==> src/rtl/mips_pkg.sv <==
// Shared definitions for the multicycle MIPS control path: FSM states, opcode and
// funct constants, ALU control codes and datapath mux encodings.
package mips_pkg;

    typedef enum logic [3:0] {
        StFetch  = 4'd0,
        StDecode = 4'd1,
        StMemAdr = 4'd2,
        StMemRd  = 4'd3,
        StMemWb  = 4'd4,
        StMemWr  = 4'd5,
        StExec   = 4'd6,
        StAluWb  = 4'd7,
        StBranch = 4'd8,
        StAddiEx = 4'd9,
        StAddiWb = 4'd10,
        StJump   = 4'd11
    } state_e;

    typedef enum logic [1:0] {
        AluOpAdd   = 2'b00,
        AluOpSub   = 2'b01,
        AluOpFunct = 2'b10
    } aluop_e;

    localparam logic [5:0] OpRtype = 6'b000000;
    localparam logic [5:0] OpLw    = 6'b100011;
    localparam logic [5:0] OpSw    = 6'b101011;
    localparam logic [5:0] OpBeq   = 6'b000100;
    localparam logic [5:0] OpAddi  = 6'b001000;
    localparam logic [5:0] OpJ     = 6'b000010;

    localparam logic [5:0] FnAdd = 6'b100000;
    localparam logic [5:0] FnSub = 6'b100010;
    localparam logic [5:0] FnAnd = 6'b100100;
    localparam logic [5:0] FnOr  = 6'b100101;
    localparam logic [5:0] FnSlt = 6'b101010;

    localparam logic [2:0] AluAnd = 3'b000;
    localparam logic [2:0] AluOr  = 3'b001;
    localparam logic [2:0] AluAdd = 3'b010;
    localparam logic [2:0] AluSub = 3'b110;
    localparam logic [2:0] AluSlt = 3'b111;

    localparam logic [1:0] SrcBReg   = 2'b00;
    localparam logic [1:0] SrcBFour  = 2'b01;
    localparam logic [1:0] SrcBImm   = 2'b10;
    localparam logic [1:0] SrcBImmSh = 2'b11;

    localparam logic [1:0] PcSrcAlu    = 2'b00;
    localparam logic [1:0] PcSrcAluOut = 2'b01;
    localparam logic [1:0] PcSrcJump   = 2'b10;

    // Last state of each legal instruction; leaving it retires the instruction.
    function automatic logic is_final(state_e s);
        return s inside {StMemWb, StMemWr, StAluWb, StBranch, StAddiWb, StJump};
    endfunction

endpackage

==> src/rtl/multicycle_controller_if.sv <==
// Controller <-> datapath signal bundle. master = controller, slave = datapath.
interface multicycle_controller_if #(
    parameter int unsigned CNT_W = 32
);
    logic [5:0]       opcode;
    logic [5:0]       funct;
    logic             zero;
    logic             pc_en;
    logic             i_or_d;
    logic             mem_read;
    logic             mem_write;
    logic             ir_write;
    logic             reg_write;
    logic             mem_to_reg;
    logic             reg_dst;
    logic             alu_src_a;
    logic [1:0]       alu_src_b;
    logic [1:0]       pc_source;
    logic [2:0]       control;
    logic             illegal;
    logic [3:0]       state;
    logic [CNT_W-1:0] instr_count;

    modport master (
        input  opcode, funct, zero,
        output pc_en, i_or_d, mem_read, mem_write, ir_write, reg_write, mem_to_reg,
               reg_dst, alu_src_a, alu_src_b, pc_source, control, illegal, state,
               instr_count
    );

    modport slave (
        output opcode, funct, zero,
        input  pc_en, i_or_d, mem_read, mem_write, ir_write, reg_write, mem_to_reg,
               reg_dst, alu_src_a, alu_src_b, pc_source, control, illegal, state,
               instr_count
    );
endinterface

==> src/rtl/alu_decoder.sv <==
// Combinational ALU control decode from ALUOp and the R-type funct field.
module alu_decoder
    import mips_pkg::*;
(
    input  logic [5:0] funct,
    input  aluop_e     aluop,
    output logic [2:0] control,
    output logic       funct_ok
);
    logic [2:0] fn_control;

    always_comb begin
        fn_control = AluAdd;
        funct_ok   = 1'b1;
        case (funct)
            FnAdd:   fn_control = AluAdd;
            FnSub:   fn_control = AluSub;
            FnAnd:   fn_control = AluAnd;
            FnOr:    fn_control = AluOr;
            FnSlt:   fn_control = AluSlt;
            default: funct_ok   = 1'b0;
        endcase

        case (aluop)
            AluOpSub:   control = AluSub;
            AluOpFunct: control = fn_control;
            default:    control = AluAdd;
        endcase
    end
endmodule

==> src/rtl/multicycle_controller.sv <==
// Main control FSM for the multicycle MIPS datapath, plus a retired-instruction
// counter. Outputs are gated low while reset is held.
module multicycle_controller
    import mips_pkg::*;
#(
    parameter int unsigned CNT_W = 32
) (
    input logic                     clock,
    input logic                     reset,
    multicycle_controller_if.master bus
);
    state_e           state_q, state_d;
    logic [CNT_W-1:0] count_q;

    logic       pc_write, pc_write_cond;
    logic       i_or_d, mem_read, mem_write, ir_write, reg_write;
    logic       mem_to_reg, reg_dst, alu_src_a, illegal;
    logic [1:0] alu_src_b, pc_source;
    aluop_e     aluop;
    logic [2:0] alu_control;
    logic       funct_ok;

    alu_decoder u_alu_decoder (
        .funct    (bus.funct),
        .aluop    (aluop),
        .control  (alu_control),
        .funct_ok (funct_ok)
    );

    always_ff @(posedge clock) begin
        if (reset) begin
            state_q <= StFetch;
            count_q <= '0;
        end else begin
            state_q <= state_d;
            if (is_final(state_q)) begin
                count_q <= count_q + CNT_W'(1);
            end
        end
    end

    always_comb begin
        state_d       = state_q;
        pc_write      = 1'b0;
        pc_write_cond = 1'b0;
        i_or_d        = 1'b0;
        mem_read      = 1'b0;
        mem_write     = 1'b0;
        ir_write      = 1'b0;
        reg_write     = 1'b0;
        mem_to_reg    = 1'b0;
        reg_dst       = 1'b0;
        alu_src_a     = 1'b0;
        alu_src_b     = SrcBReg;
        pc_source     = PcSrcAlu;
        aluop         = AluOpAdd;
        illegal       = 1'b0;

        case (state_q)
            StFetch: begin
                mem_read  = 1'b1;
                ir_write  = 1'b1;
                alu_src_b = SrcBFour;
                pc_write  = 1'b1;
                state_d   = StDecode;
            end
            StDecode: begin
                // Precompute the branch target into ALUOut while dispatching.
                alu_src_b = SrcBImmSh;
                case (bus.opcode)
                    OpLw, OpSw: state_d = StMemAdr;
                    OpRtype: begin
                        if (funct_ok) begin
                            state_d = StExec;
                        end else begin
                            illegal = 1'b1;
                            state_d = StFetch;
                        end
                    end
                    OpBeq:   state_d = StBranch;
                    OpAddi:  state_d = StAddiEx;
                    OpJ:     state_d = StJump;
                    default: begin
                        illegal = 1'b1;
                        state_d = StFetch;
                    end
                endcase
            end
            StMemAdr: begin
                alu_src_a = 1'b1;
                alu_src_b = SrcBImm;
                state_d   = (bus.opcode == OpLw) ? StMemRd : StMemWr;
            end
            StMemRd: begin
                mem_read = 1'b1;
                i_or_d   = 1'b1;
                state_d  = StMemWb;
            end
            StMemWb: begin
                reg_write  = 1'b1;
                mem_to_reg = 1'b1;
                state_d    = StFetch;
            end
            StMemWr: begin
                mem_write = 1'b1;
                i_or_d    = 1'b1;
                state_d   = StFetch;
            end
            StExec: begin
                alu_src_a = 1'b1;
                alu_src_b = SrcBReg;
                aluop     = AluOpFunct;
                state_d   = StAluWb;
            end
            StAluWb: begin
                reg_write = 1'b1;
                reg_dst   = 1'b1;
                state_d   = StFetch;
            end
            StBranch: begin
                alu_src_a     = 1'b1;
                aluop         = AluOpSub;
                pc_write_cond = 1'b1;
                pc_source     = PcSrcAluOut;
                state_d       = StFetch;
            end
            StAddiEx: begin
                alu_src_a = 1'b1;
                alu_src_b = SrcBImm;
                aluop     = AluOpAdd;
                state_d   = StAddiWb;
            end
            StAddiWb: begin
                reg_write = 1'b1;
                state_d   = StFetch;
            end
            StJump: begin
                pc_write  = 1'b1;
                pc_source = PcSrcJump;
                state_d   = StFetch;
            end
            default: state_d = StFetch;
        endcase
    end

    assign bus.pc_en       = !reset && (pc_write || (pc_write_cond && bus.zero));
    assign bus.i_or_d      = !reset && i_or_d;
    assign bus.mem_read    = !reset && mem_read;
    assign bus.mem_write   = !reset && mem_write;
    assign bus.ir_write    = !reset && ir_write;
    assign bus.reg_write   = !reset && reg_write;
    assign bus.mem_to_reg  = !reset && mem_to_reg;
    assign bus.reg_dst     = !reset && reg_dst;
    assign bus.alu_src_a   = !reset && alu_src_a;
    assign bus.alu_src_b   = reset ? SrcBReg : alu_src_b;
    assign bus.pc_source   = reset ? PcSrcAlu : pc_source;
    assign bus.control     = reset ? AluAdd : alu_control;
    assign bus.illegal     = !reset && illegal;
    assign bus.state       = reset ? 4'(StFetch) : 4'(state_q);
    assign bus.instr_count = count_q;
endmodule

==> src/flat_wrapper.sv <==
// flat-port wrapper written by rule: the top's interface ports become plain ports
module multicycle_controller_flat import mips_pkg::*;
#(
    parameter int unsigned CNT_W = 32
)
  (clock, reset, bus_opcode, bus_funct, bus_zero, bus_pc_en, bus_i_or_d, bus_mem_read, bus_mem_write, bus_ir_write, bus_reg_write, bus_mem_to_reg, bus_reg_dst, bus_alu_src_a, bus_alu_src_b, bus_pc_source, bus_control, bus_illegal, bus_state, bus_instr_count);
  multicycle_controller_if #(.CNT_W(CNT_W)) bus_i ();
  input logic clock;
  input logic reset;
  input wire logic [$bits(bus_i.opcode)-1:0] bus_opcode;
  input wire logic [$bits(bus_i.funct)-1:0] bus_funct;
  input wire logic [$bits(bus_i.zero)-1:0] bus_zero;
  output wire logic [$bits(bus_i.pc_en)-1:0] bus_pc_en;
  output wire logic [$bits(bus_i.i_or_d)-1:0] bus_i_or_d;
  output wire logic [$bits(bus_i.mem_read)-1:0] bus_mem_read;
  output wire logic [$bits(bus_i.mem_write)-1:0] bus_mem_write;
  output wire logic [$bits(bus_i.ir_write)-1:0] bus_ir_write;
  output wire logic [$bits(bus_i.reg_write)-1:0] bus_reg_write;
  output wire logic [$bits(bus_i.mem_to_reg)-1:0] bus_mem_to_reg;
  output wire logic [$bits(bus_i.reg_dst)-1:0] bus_reg_dst;
  output wire logic [$bits(bus_i.alu_src_a)-1:0] bus_alu_src_a;
  output wire logic [$bits(bus_i.alu_src_b)-1:0] bus_alu_src_b;
  output wire logic [$bits(bus_i.pc_source)-1:0] bus_pc_source;
  output wire logic [$bits(bus_i.control)-1:0] bus_control;
  output wire logic [$bits(bus_i.illegal)-1:0] bus_illegal;
  output wire logic [$bits(bus_i.state)-1:0] bus_state;
  output wire logic [$bits(bus_i.instr_count)-1:0] bus_instr_count;
  assign bus_i.opcode = bus_opcode;
  assign bus_i.funct = bus_funct;
  assign bus_i.zero = bus_zero;
  assign bus_pc_en = bus_i.pc_en;
  assign bus_i_or_d = bus_i.i_or_d;
  assign bus_mem_read = bus_i.mem_read;
  assign bus_mem_write = bus_i.mem_write;
  assign bus_ir_write = bus_i.ir_write;
  assign bus_reg_write = bus_i.reg_write;
  assign bus_mem_to_reg = bus_i.mem_to_reg;
  assign bus_reg_dst = bus_i.reg_dst;
  assign bus_alu_src_a = bus_i.alu_src_a;
  assign bus_alu_src_b = bus_i.alu_src_b;
  assign bus_pc_source = bus_i.pc_source;
  assign bus_control = bus_i.control;
  assign bus_illegal = bus_i.illegal;
  assign bus_state = bus_i.state;
  assign bus_instr_count = bus_i.instr_count;
  multicycle_controller #(.CNT_W(CNT_W)) u_core (.clock(clock), .reset(reset), .bus(bus_i));
endmodule
==> config.mk <==
export PLATFORM = sky130hd
export DESIGN_NAME = multicycle_controller_flat
export DESIGN_NICKNAME = d
export VERILOG_FILES = /design/src/rtl/mips_pkg.sv /design/src/rtl/multicycle_controller_if.sv /design/src/rtl/alu_decoder.sv /design/src/rtl/multicycle_controller.sv /design/src/flat_wrapper.sv
export SDC_FILE = /design/constraint.sdc
export NUM_CORES = 1
export LEC_CHECK = 0
export ABC_AREA = 1
export CELL_PAD_IN_SITES_DETAIL_PLACEMENT = 1
export CELL_PAD_IN_SITES_GLOBAL_PLACEMENT = 1
export CORE_MARGIN = 5
export CORE_UTILIZATION = 35
export CTS_BUF_LIST = sky130_fd_sc_hd__clkbuf_4 sky130_fd_sc_hd__clkbuf_8 sky130_fd_sc_hd__clkbuf_16
export CTS_CLUSTER_SIZE = 40
export DETAILED_ROUTE_END_ITERATION = 10
export GPL_TIMING_DRIVEN = 0
export HOLD_SLACK_MARGIN = 0.06
export PLACE_DENSITY = 0.94
export SYNTH_ARGS = -nofsm -noshare
export SYNTH_HDL_FRONTEND = slang
export SYNTH_SLANG_ARGS = --single-unit
==> constraint.sdc <==
create_clock -name clock -period 4.81 [get_ports clock]
set_input_delay 0.962 -clock clock [delete_from_list [all_inputs] [get_ports clock]]
set_output_delay 0.962 -clock clock [all_outputs]
set_load 0.005 [all_outputs]
# Word-level counts from Yosys, hierarchy flattened
# Index checks and enable logic that the tools add are counted.
dict set report word_totals {
  regBits 36
  input_bits 15
  out_inout_bits 53
  word_cells 78
}
dict set report op_classes {
  addsub 1
  eq_ne 23
  muxes 27
  n_reduce_logical 25
}
# cell n
set op_table {}
lappend op_table {{$eq 6x6->1 const B} 7}
lappend op_table {{$add 32x1->32 const B} 1}
lappend op_table {{$pmux 4 s6} 1}
lappend op_table {{$pmux 4 s5} 1}
lappend op_table {{$eq 4x3->1 const B} 4}
lappend op_table {{$eq 4x4->1 const B} 4}
lappend op_table {{$mux 1} 13}
lappend op_table {{$pmux 3 s4} 1}
lappend op_table {{$logic_and 1x1->1} 11}
lappend op_table {{$reduce_or 2->1} 5}
lappend op_table {{$reduce_or 5->1} 2}
lappend op_table {{$mux 3} 3}
lappend op_table {{$eq 4x2->1 const B} 2}
lappend op_table {{$pmux 2 s2} 2}
lappend op_table {{$eq 6x2->1 const B} 1}
lappend op_table {{$eq 6x3->1 const B} 1}
lappend op_table {{$eq 6x4->1 const B} 1}
lappend op_table {{$logic_not 6->1} 1}
lappend op_table {{$pmux 2 s3} 1}
lappend op_table {{$pmux 3 s2} 1}
lappend op_table {{$reduce_bool 6->1} 1}
lappend op_table {{$eq 4x1->1 const B} 1}
lappend op_table {{$logic_not 4->1} 1}
lappend op_table {{$mux 2} 2}
lappend op_table {{other kinds (8)} 8}

# Logic depth before layout (Yosys ltp)
dict set report depth {
  ltp_word 7
  depth_mapped 11
  ltp_nobuf 11
}

# Modules after synthesis
# From an unflattened synthesis, not the netlist that was laid out.
dict set report hier_totals {
  hier_cells 430
  area_unflattened_um2 2492.4
}
# module n_inst cells_per_inst area_each_um2 seq_area_each_um2
set by_module_without_submodules {}
lappend by_module_without_submodules {multicycle_controller 1 400 2341.0 720.7}
lappend by_module_without_submodules {alu_decoder 1 30 151.4 0.0}

# Worst setup path before layout
# Ideal clock, no wire load.
dict set report synth_path {
  path_kind {input to output}
  from {in reset}
  to {out bus_illegal}
  t_arrival_ns 1.625
  required_ns 3.848
  slack_ns 2.223
  path_stages 4
  n_path_buf 1
  path_cell_list {clkbuf_1 nor3_1 nand3_1 nor2_1}
}
dict set report synth_between {
  elab_chain_cells 2
}
# element line_no
set synth_lines {}
lappend synth_lines {{start: declaration} flat_wrapper.sv:9} ;# input logic reset;
lappend synth_lines {{$logic_not 1->1} multicycle_controller.sv:158} ;# assign bus.illegal = !reset && illegal;
lappend synth_lines {{$logic_and 1x1->1} multicycle_controller.sv:158}
lappend synth_lines {{end: declaration} flat_wrapper.sv:25} ;# output wire logic [$bits(bus_i.illegal)-1:0] bus_illegal;
# No other way between the ends.

# Final worst setup path
dict set report layout_path {
  from {in bus_opcode[3]}
  to {out bus_illegal}
}
dict set report layout_between {
  elab_chain_cells 5
  elab_cells_between_ends 10
  cone_classes {eq/ne: 5; mux: 2; reduce/logical: 3}
}
# element line_no
set layout_lines {}
lappend layout_lines {{start: declaration} flat_wrapper.sv:10} ;# input wire logic [$bits(bus_i.opcode)-1:0] bus_opcode;
lappend layout_lines {{$eq 6x6->1, or another cell as far along} multicycle_controller.sv:70} ;# case (bus.opcode)
lappend layout_lines {{$reduce_or 5->1 (no source line)} n/a}
lappend layout_lines {{$pmux 1 s2 *} multicycle_controller.sv:70}
lappend layout_lines {{$mux 1 *} multicycle_controller.sv:59} ;# case (state_q)
lappend layout_lines {{$logic_and 1x1->1 *} multicycle_controller.sv:158}
# Every way passes the cells marked *; elsewhere a longest branch is shown, timed or not.

==> results.yml <==
status:
  status: "finished clean"
sta:
  slew_violations: 0
  clock_skew_ns: 0.0137
  period_share_pct: 77.0
  min_period_ns: 3.71
  fmax_mhz: 270
  slew_headroom_pct: 59.4
  setup-violations-final: 0
  tightest_slew_ns: 0.609
  hold_viol: 0
  rsz0062_at_grt: "no"
  tns_ns: 0
layout:
  n_fill_cell: 973
  drive_above_1_share_pct: 6.06
  antennaDiodeCount: 0
  areaGrowthSynthToFinish_pct: 35.2
  nets: 512
  fin_util_pct: 48.8
yosys:
  ys_ff_latch: 36
  synth_cell_types: 31
  yosys_warnings: 0
  avgSynthCellArea_um2: 5.86
  synth.largest_area_cell: "dfxtp_1"
  synth_edf_count: 0
  synth_ff_type: "dfxtp_1"
  synth_common_cells: "121 x nand2_1, 92 x nor2_1, 50 x inv_1"
  synth.area.top_cells: "dfxtp_1 29%, nand2_1 18%, nor2_1 14%, inv_1 7.6%, a21oi_1 5.3%"
  synth_top_area_share_pct: 29.2
  synthCells: 421
  synth.most_common_cell: "nand2_1"
  synth_fp_nets: 439
  ys_async_sr_fraction_pct: 0
  synth_area_mm2: 0.00247
  yosysSeqAreaShare_pct: 29.2
pwr:
  ir_drop_uv: 99.0
  p_per_area_mw_per_mm2: 175
  total_power_mw: 0.583
  p_leak_nw: 1.22
critical_path:
  cp.arrival_ns: 2.74
  critPathKind: "input pin to output pin"
  endpoint_kind: "output pin"
  cp_max_fo: 4
  critPathRequiredTime_ns: 3.85
  critPathLaunchType: "input pin"
  r2r_cells: 10
placed_design:
  dp_hpwl_um: 6680
  io_buffers: 66
  gp_congestion: 0.894
floorplanning:
  rows: 30
  initial_core_util_pct: 36.1
  die_h_um: 93.9
  die_x_um: 93.9
  core_area_mm2: 0.00683
  ios: 68
  dieArea_mm2: 0.00882
cts:
  cts_tree: "yes"
  numCtsBuffers: 5
  cts_setup_buffers: 0
  cts_resized: 0
  clk_transition_reported_paths_ns: 0.08
  cts.sink_count: 36
  cts_hold_buf: 0
  root_buffer: "clkbuf_8"
  clock_latency_ns: 0.30
  htreeDepth: 2
  clockBufferDepth: 2
global_routing:
  antenna_found_initial: 0
  overflow: 0
  grt_pass1_vias: 3078
  grt_max_degree: 13
  grt_usage_pct: 20.4
  grt_pass1_wl_um: 14400
routing:
  drtIter0Drc: 108
  drt_first_pass_iters: 4
  ant_nets: 0
  drt-vias-per-instance: 4.95
  vias: 2923
  drc: 0
  wirelength_um: 8520
  routedWlPerCell_um: 14.4
flow_run:
  cap_violations: 0
min_path:
  min_path_cells: 2
  hold_class: "flop to flop"
kinds of logic after synthesis:
kind of cell / count (synthesis) / share of synthesized area [%]
AO/OA/AOI/OAI: 50 / 11.3
buffers and inverters: 62 / 9.89
AND/OR/NAND/NOR: 267 / 47.0
adder cells (fa/ha/maj): 3 / 1.52
flip-flops: 36 / 29.2
XOR/XNOR: 3 / 1.07
cell usage in the layout (no fill, tap or decap), types with 2 or more instances in the layout:
master / netlist / layout
nand2_1: 121 / 121
nor2_1: 92 / 92
clkdlybuf4s50_1: 0 / 66
inv_1: 50 / 50
dfxtp_1: 36 / 36
a21oi_1: 26 / 26
nand3_1: 21 / 21
nand4_1: 9 / 9
clkbuf_1: 6 / 6
a31oi_1: 6 / 6
o21ai_1: 6 / 6
nor3_1: 5 / 5
o21bai_1: 5 / 5
o21ai_0: 5 / 5
clkbuf_8: 0 / 5
nor2_4: 4 / 4
nor2_2: 4 / 4
inv_2: 3 / 3
nand2_2: 3 / 3
ha_1: 3 / 3
nand2_4: 2 / 2
xor2_1: 2 / 2
nor3b_1: 2 / 2
clkinv_2: 0 / 2
state kept, by name, indices dropped and copies added, names as in the netlist:
signal / cells
u_core.bus.instr_count: 32
u_core.state_q: 4
metrics by stage:
| stage | setup WS, ns | hold slack (ns) | std cells | area (µm²) |
|---|---|---|---|---|
| finish | 1.10 | 0.518 | 591 | 3330 |
| global route | 1.02 | 0.547 | 591 | 3330 |
| detailed placement | 1.14 | 0.499 | 583 | 3250 |
| global placement | 1.16 | 0.478 | 583 | 3250 |
| CTS | 1.14 | 0.516 | 591 | 3330 |
| floorplan | 2.22 | 0.473 | 421 | 2470 |
worst max-delay path: stages:
cell,delay [ns]
clkdlybuf4s50_1,0.52
nor2_1,0.08
nand4_1,0.11
nand2_1,0.08
a21oi_1,0.24
nand2_1,0.09
nor2_1,0.13
clkdlybuf4s50_1,0.52
where the power goes:
part / switching, mW / internal (mW)
Sequential: 0.00227 / 0.299
Combinational: 0.0313 / 0.0261
Clock: 0.124 / 0.101
Total: 0.157 / 0.426
per-layer routing:
| metal | track usage (%) | share of wire [%] | vias to the layer above |
|---|---|---|---|
| li1 | - | - | 1469 |
| met1 | 24.0 | 43 | 1382 |
| met2 | 36.7 | 51 | 57 |
| met3 | 4.33 | 4.9 | 15 |
| met4 | 6.26 | 1.8 | 0 |
| met5 | 0 | 0 | - |
final cells by class:
type	count	area, µm²	share of cell area, %
Tap cell	96	120	3.60
Buffer	8	38.8	1.16
Clock inverter	3	18.8	0.563
Timing Repair Buffer	66	661	19.8
Clock buffer	5	68.8	2.06
Multi-Input combinational cell	323	1500	45.0
Inverter	54	205	6.15
Sequential cell	36	721	21.6
final timing paths:
check | end | from | slack, ns
max | bus_illegal | bus_opcode[3] | 1.10
max reg2reg | u_core.bus.instr_count[28]$_SDFFE_PP0P_ | u_core.bus.instr_count[0]$_SDFFE_PP0P_ | 2.94
min | u_core.bus.instr_count[31]$_SDFFE_PP0P_ | u_core.bus.instr_count[31]$_SDFFE_PP0P_ | 0.52
min reg2reg | u_core.bus.instr_count[31]$_SDFFE_PP0P_ | u_core.bus.instr_count[31]$_SDFFE_PP0P_ | 0.52
(Power assumes the default switching activity.)
